===== config.mk =====
export PLATFORM = sky130hd
export DESIGN_NAME = count_run_sequencer_flat
export DESIGN_NICKNAME = d
export VERILOG_FILES = /design/src/rtl/count_run_sequencer_if.sv /design/src/rtl/count_run_sequencer.sv /design/src/flat_wrapper.sv
export SDC_FILE = /design/constraint.sdc
export NUM_CORES = 1
export LEC_CHECK = 0
export ABC_AREA = 1
export CAP_MARGIN = 20
export CORE_MARGIN = 2
export CORE_UTILIZATION = 50
export CTS_BUF_LIST = sky130_fd_sc_hd__clkbuf_4 sky130_fd_sc_hd__clkbuf_8
export DETAILED_ROUTE_END_ITERATION = 8
export GPL_TIMING_DRIVEN = 1
export MAX_ROUTING_LAYER = met4
export PLACE_DENSITY_LB_ADDON = 0.05
export SYNTH_ARGS = -nofsm -noshare
export SYNTH_HDL_FRONTEND = slang
export SYNTH_SLANG_ARGS = --single-unit

===== constraint.sdc =====
create_clock -name clk -period 2 [get_ports clk]
set_input_delay 0.4 -clock clk [delete_from_list [all_inputs] [get_ports clk]]
set_output_delay 0.4 -clock clk [all_outputs]
set_load 0.05 [all_outputs]

===== src/rtl/count_run_sequencer_if.sv =====
// Host and counter-datapath signals of the count run sequencer, grouped as one bus.
interface count_run_sequencer_if #(
  parameter int unsigned WIDTH = 4,
  parameter int unsigned REP_W = 4
);
  logic             start;
  logic             abort;
  logic [WIDTH-1:0] limit;
  logic [REP_W-1:0] repeats;
  logic [WIDTH-1:0] cnt_q;
  logic             cnt_clear;
  logic             cnt_en;
  logic             busy;
  logic             wrap;
  logic             done;
  logic [REP_W-1:0] run_idx;

  // Host / datapath side
  modport master (
    output start, abort, limit, repeats, cnt_q,
    input  cnt_clear, cnt_en, busy, wrap, done, run_idx
  );

  // Sequencer side
  modport slave (
    input  start, abort, limit, repeats, cnt_q,
    output cnt_clear, cnt_en, busy, wrap, done, run_idx
  );
endinterface


===== src/rtl/count_run_sequencer.sv =====
// Sequences an external up-counter through repeated clear/count runs up to a latched limit.
module count_run_sequencer #(
  parameter int unsigned WIDTH = 4,
  parameter int unsigned REP_W = 4
) (
  input  logic                 clk,
  input  logic                 reset,
  count_run_sequencer_if.slave bus
);

  typedef enum logic [2:0] {
    S_IDLE  = 3'd0,
    S_CLEAR = 3'd1,
    S_RUN   = 3'd2,
    S_WRAP  = 3'd3,
    S_DONE  = 3'd4
  } state_t;

  state_t           state_q, state_d;
  logic [WIDTH-1:0] lim_q, lim_d;
  logic [REP_W-1:0] rep_q, rep_d;
  logic [REP_W-1:0] run_idx_q, run_idx_d;

  // State and latched run parameters
  always_ff @(posedge clk or posedge reset) begin
    if (reset) begin
      state_q   <= S_IDLE;
      lim_q     <= '0;
      rep_q     <= '0;
      run_idx_q <= '0;
    end else begin
      state_q   <= state_d;
      lim_q     <= lim_d;
      rep_q     <= rep_d;
      run_idx_q <= run_idx_d;
    end
  end

  // Next-state logic; abort wins over every other transition in active states
  always_comb begin
    state_d   = state_q;
    lim_d     = lim_q;
    rep_d     = rep_q;
    run_idx_d = run_idx_q;
    unique case (state_q)
      S_IDLE: begin
        if (bus.start) begin
          lim_d     = bus.limit;
          rep_d     = bus.repeats;
          run_idx_d = '0;
          state_d   = S_CLEAR;
        end
      end
      S_CLEAR: begin
        if (bus.abort) state_d = S_IDLE;
        else           state_d = S_RUN;
      end
      S_RUN: begin
        if (bus.abort)               state_d = S_IDLE;
        else if (bus.cnt_q == lim_q) state_d = S_WRAP;
      end
      S_WRAP: begin
        if (bus.abort) begin
          state_d = S_IDLE;
        end else if (run_idx_q == rep_q) begin
          state_d = S_DONE;
        end else begin
          run_idx_d = run_idx_q + REP_W'(1);
          state_d   = S_CLEAR;
        end
      end
      S_DONE:  state_d = S_IDLE;
      default: state_d = S_IDLE;
    endcase
  end

  // Moore decodes; enable stops combinationally once the counter reaches the limit
  assign bus.busy      = (state_q == S_CLEAR) || (state_q == S_RUN) || (state_q == S_WRAP);
  assign bus.cnt_clear = (state_q == S_CLEAR);
  assign bus.wrap      = (state_q == S_WRAP);
  assign bus.done      = (state_q == S_DONE);
  assign bus.cnt_en    = (state_q == S_RUN) && (bus.cnt_q != lim_q);
  assign bus.run_idx   = run_idx_q;

endmodule


===== src/flat_wrapper.sv =====
// flat-port wrapper written by rule: the top's interface ports become plain ports
module count_run_sequencer_flat 
#(
  parameter int unsigned WIDTH = 4,
  parameter int unsigned REP_W = 4
)
  (clk, reset, bus_start, bus_abort, bus_limit, bus_repeats, bus_cnt_q, bus_cnt_clear, bus_cnt_en, bus_busy, bus_wrap, bus_done, bus_run_idx);
  count_run_sequencer_if #(.WIDTH(WIDTH), .REP_W(REP_W)) bus_i ();
  input  logic clk;
  input  logic reset;
  input wire logic [$bits(bus_i.start)-1:0] bus_start;
  input wire logic [$bits(bus_i.abort)-1:0] bus_abort;
  input wire logic [$bits(bus_i.limit)-1:0] bus_limit;
  input wire logic [$bits(bus_i.repeats)-1:0] bus_repeats;
  input wire logic [$bits(bus_i.cnt_q)-1:0] bus_cnt_q;
  output wire logic [$bits(bus_i.cnt_clear)-1:0] bus_cnt_clear;
  output wire logic [$bits(bus_i.cnt_en)-1:0] bus_cnt_en;
  output wire logic [$bits(bus_i.busy)-1:0] bus_busy;
  output wire logic [$bits(bus_i.wrap)-1:0] bus_wrap;
  output wire logic [$bits(bus_i.done)-1:0] bus_done;
  output wire logic [$bits(bus_i.run_idx)-1:0] bus_run_idx;
  assign bus_i.start = bus_start;
  assign bus_i.abort = bus_abort;
  assign bus_i.limit = bus_limit;
  assign bus_i.repeats = bus_repeats;
  assign bus_i.cnt_q = bus_cnt_q;
  assign bus_cnt_clear = bus_i.cnt_clear;
  assign bus_cnt_en = bus_i.cnt_en;
  assign bus_busy = bus_i.busy;
  assign bus_wrap = bus_i.wrap;
  assign bus_done = bus_i.done;
  assign bus_run_idx = bus_i.run_idx;
  count_run_sequencer #(.WIDTH(WIDTH), .REP_W(REP_W)) u_core (.clk(clk), .reset(reset), .bus(bus_i));
endmodule

---- After elaboration in Yosys (flattened, before gate mapping) ----
Cells that the tools add are included.
word-level totals
  flip-flop bits (word level) ............. 15
  logic and storage cells ................. 35
  output and inout bits ................... 9
operators by class
  multiplexer cells ....................... 11
  add/sub/neg operators ................... 1
  equal/unequal tests ..................... 11
  reduce and logical (&&, ||, !) cells .... 8
operators by type and width
  operator                                               count
  2-to-1 mux 3 bit                                       5
  2-to-1 mux 4 bit                                       3
  case mux 3 bit (4 select lines)                        1
  == test 4 bit                                          2
  case mux 4 bit (2 select lines)                        1
  == test 3 x 2 -> 1 bit, second input constant          2
  inequality test 2 bit, second input constant           3
  adder 4 x 1 -> 4 bit, second input constant            1
  inequality test 4 bit                                  1
  AND reduction 2 bit                                    2
  AND reduction 4 bit                                    1
  == test 3 x 1 -> 1 bit, second input constant          1
  == test 3 bit, second input constant                   1
  logical NOT 3 bit                                      1
  inequality test 3 x 2 -> 1 bit, second input constant  1
  logical OR 1 bit                                       2
  2-to-1 mux 2 bit                                       1
  nonzero test 2 bit                                     1
  logical AND 1 bit                                      1

---- Longest topological paths before layout ----
  word-level depth ........................ 4
  mapped depth ............................ 9

---- Worst setup path before layout ----
No wires, ideal clock.
  path kind ............................... reg-to-output
  start point ............................. reg u_core.state_q[0]
  end point ............................... out bus_cnt_en
  required time ........................... 1.600 ns
  buffers on the path ..................... 0
  arrival ................................. 1.802 ns
  cell stages (with the launch flop) ...... 3
  setup slack ............................. -0.202 ns
  path through ............................ dfrtp_1 -> nor3_1 -> a21boi_0
on the way
  cells in the longest elaborated chain, start to end .. 2
RTL lines
  item                    RTL line                   source
  from (decl)             count_run_sequencer.sv:19  state_t state_q, state_d;
  from (signal assigned)  count_run_sequencer.sv:32  state_q <= state_d;
  == test 3 x 2 -> 1 bit  count_run_sequencer.sv:82  assign bus.cnt_en = (state_q == S_RUN) && (bus.cnt_q != lim_q);
  logical AND 1 bit       count_run_sequencer.sv:82
  to (decl)               flat_wrapper.sv:17         output wire logic [$bits(bus_i.cnt_en)-1:0] bus_cnt_en;
No other way between the ends.

---- Final worst setup path ----
  start point ............................. reg u_core.run_idx_q[3] (netlist: u_core.bus.run_idx[3])
  end point ............................... out bus_run_idx[3]
RTL lines
  item                    RTL line                   source
  from (decl)             count_run_sequencer.sv:22  logic [REP_W-1:0] run_idx_q, run_idx_d;
  from (signal assigned)  count_run_sequencer.sv:35  run_idx_q <= run_idx_d;
  to (decl)               flat_wrapper.sv:21         output wire logic [$bits(bus_i.run_idx)-1:0] bus_run_idx;
No word-level cell between the ends.

==> results.yml <==
cts:
  cts_made_buffers: 3
  cts_max_level: 1
  cts_resized: 0
  root_buffer: "clkbuf_4"
  path_clk_slew_ns: 0.09
  clk_path_buf_depth: 2
  clkSinkCount: 15
  clock_latency_ns: 0.28
  tritoncts: "yes"
  post-cts-setup-buffers: 0
  cts_hold_buf: 0
placement:
  globalplace.congestion: 0.784
  post-place-ws_ns: 0.0667
  dp_hpwl_um: 1280
  port_buffers: 24
worst_setup_path:
  critPathBufInv: 1
  crit_type: "register to output port"
  cp.arrival_ns: 1.56
  endpoint_kind: "output port"
  crit_chain: "clkdlybuf4s50_1"
  slowest_stage: "clkdlybuf4s50_1"
  crit_fanout: 5
  crit_path_max_incr_delay_ns: 0.83
  crit_required_ns: 1.60
  setup.worst_path.start_class: "register"
  critPathTopFamily: "buffers and inverters"
  reg2reg_slack_ns: 0.74
floorplanning:
  die-area_um2: 2150
  dieWidth_um: 46.4
  die_y_um: 46.4
  start_util_pct: 52.7
  io_pins: 25
  core_um2: 1710
  num_rows: 15
sta:
  tns_ns: 0
  fin_crit_sh_pct: 97.9
  setup_viol: 0
  finalCriticalPeriod_ns: 1.96
  finalHoldViolations: 0
  rsz0062_at_grt: "false"
  slew-limit-headroom_pct: 61.3
  setup_ws_ns: 0.0424
  worst_pin_slew_ns: 0.580
  clock_skew_ns: 0.00180
  slew_viol_final: 0
  timing.fmax_mhz: 511
power_and_ir_drop:
  p_sw_w: 0.000708
  comb_power_share_pct: 55.4
  p_leak_nw: 0.629
  seqPwrFrac_pct: 32.4
  power_density_nw_per_um2: 1280
  switching_share_pct: 46.0
  worst_ir_drop_vdd_mv: 0.804
  p_int_w: 0.000832
  p_clk_share_pct: 12.2
synthesis:
  ys_ff_latch: 15
  yosysWarningCount: 0
  mappedNetlistArea_um2: 900
  syn_area_per_cell_um2: 7.82
  synth_cells: 115
  ys_types: 19
  synth_nets: 132
  post-synth-top-area-fraction_pct: 41.7
  ys_seq_area_share_pct: 41.7
  synth.area.top_cells: "dfrtp_1 (42%), nand2_1 (13%), inv_1 (6.3%)"
  synth_top_area_cell: "dfrtp_1"
finish:
  area_delta_synth_final_pct: 33.8
  diodes: 0
  nets: 160
  nFillCells: 150
  drive_above_1_share_pct: 21.1
job:
  maxCapViolations: 0
route:
  firstDrtPassIters: 4
  final_antenna_net_count: 0
  viasPerCell: 4.60
  dr.first_iter.drc_count: 17
  drc: 0
  wirelength_um: 1640
  wl_per_cell_um: 9.79
  num_vias: 769
grt:
  grt_first_pass_wirelength_um: 2840
  grt_max_degree: 20
  grt_pass1_vias: 696
  antenna_found_initial: 0
  grt_remaining_overflow: 0
  grt_usage_pct: 19.3
hold_path:
  hp-class: "primary input to asynchronous set/reset pin"
status:
  outcome: "complete, no violations"
cells in the mapped netlist:
cell type and instances:
or2_2 1, nand2_1 30, ha_1 1, inv_2 2
xor2_1 5, nor2_1 15, nand3_1 9, dfrtp_1 15
nor2_2 2, a21oi_1 1, nand2_2 4, nor3_1 3
a21oi_2 6, nor2_8 1, nand2_4 2, buf_8 1
xnor2_1 1, a21boi_0 1, inv_1 15
stage by stage:
| stage | util (%) | instance area [um^2] | hold slack (ns) | cells | power (W) |
|---|---|---|---|---|---|
| floorplan | - | 900 | 0.301 | 115 | 0.00111 |
| global placement | 68.7 | 1170 | 0.474 | 163 | 0.00134 |
| detailed placement | 68.7 | 1170 | 0.480 | 163 | 0.00137 |
| CTS | 70.5 | 1200 | 0.481 | 167 | 0.00156 |
| global route | 70.5 | 1200 | 0.508 | 167 | 0.00167 |
| finish | 70.5 | 1200 | 0.464 | 167 | 0.00154 |
layout make-up:
class / instances / area, um^2 / share of cell area, %
Multi-Input combinational cell: 82 / 445 / 37.0
Sequential cell: 15 / 375 / 31.2
Timing Repair Buffer: 24 / 258 / 21.4
Inverter: 17 / 63.8 / 5.30
Tap cell: 25 / 31.3 / 2.60
Clock buffer: 4 / 30.0 / 2.49
power groups by stage:
stage | Clock (W) | Sequential (W) | Combinational, W
finish | 0.000188 | 0.000498 | 0.000853
global route | 0.000210 | 0.000517 | 0.000940
CTS | 0.000198 | 0.000499 | 0.000863
detailed placement | 0 | 0.000505 | 0.000861
global placement | 0 | 0.000502 | 0.000836
floorplan | 0 | 0.000530 | 0.000585
cells in the final DEF, fill, tap and decap left out:
cell type	instances
nand2_1	30
clkdlybuf4s50_1	16
inv_1	15
nor2_1	15
dfrtp_1	15
nand3_1	9
a21oi_2	6
xor2_1	5
buf_4	5
nand2_2	4
clkbuf_4	4
nor3_1	3
buf_12	3
nor2_2	2
inv_2	2
nand2_4	2
nor2_8	1
a21boi_1	1
xnor2_1	1
a21oi_1	1
or2_2	1
ha_1	1
path summary, 6_finish.rpt:
check	start	endpoint	cells after the start
worst max-delay path	u_core.bus.run_idx[3]	bus_run_idx[3]	1
worst min-delay path	reset	u_core.rep_q[1]	2
worst max register to register	u_core.state_q[1]	u_core.lim_q[1]	6
worst min register to register	u_core.lim_q[0]	u_core.lim_q[0]	2
max in group asynchronous	reset	u_core.lim_q[1]	2
min in group clk	u_core.lim_q[0]	u_core.lim_q[0]	2
sequential cells by signal, indices dropped and copies added, names as in the netlist:
name,flops
u_core.state_q,3
u_core.lim_q,4
u_core.rep_q,4
u_core.bus.run_idx,4
layer usage:
metal	track usage [%]	up-vias	part of all wire, %
li1	-	405	-
met2	31.7	18	50
met5	-	-	0
met1	22.0	344	44
met3	5.88	2	5.1
met4	6.86	0	0.73
cells by family (layout without fill, tap and decap cells):
kind of cell	after synthesis	after routing	synth area share [%]
simple gates	67	67	35.0
buf+inv	18	45	8.76
flops	15	15	41.7
compound gates	8	8	7.23
xor+xnor	6	6	5.84
fa+ha+maj	1	1	1.39
Note: power is estimated with default switching activity, not from simulation.
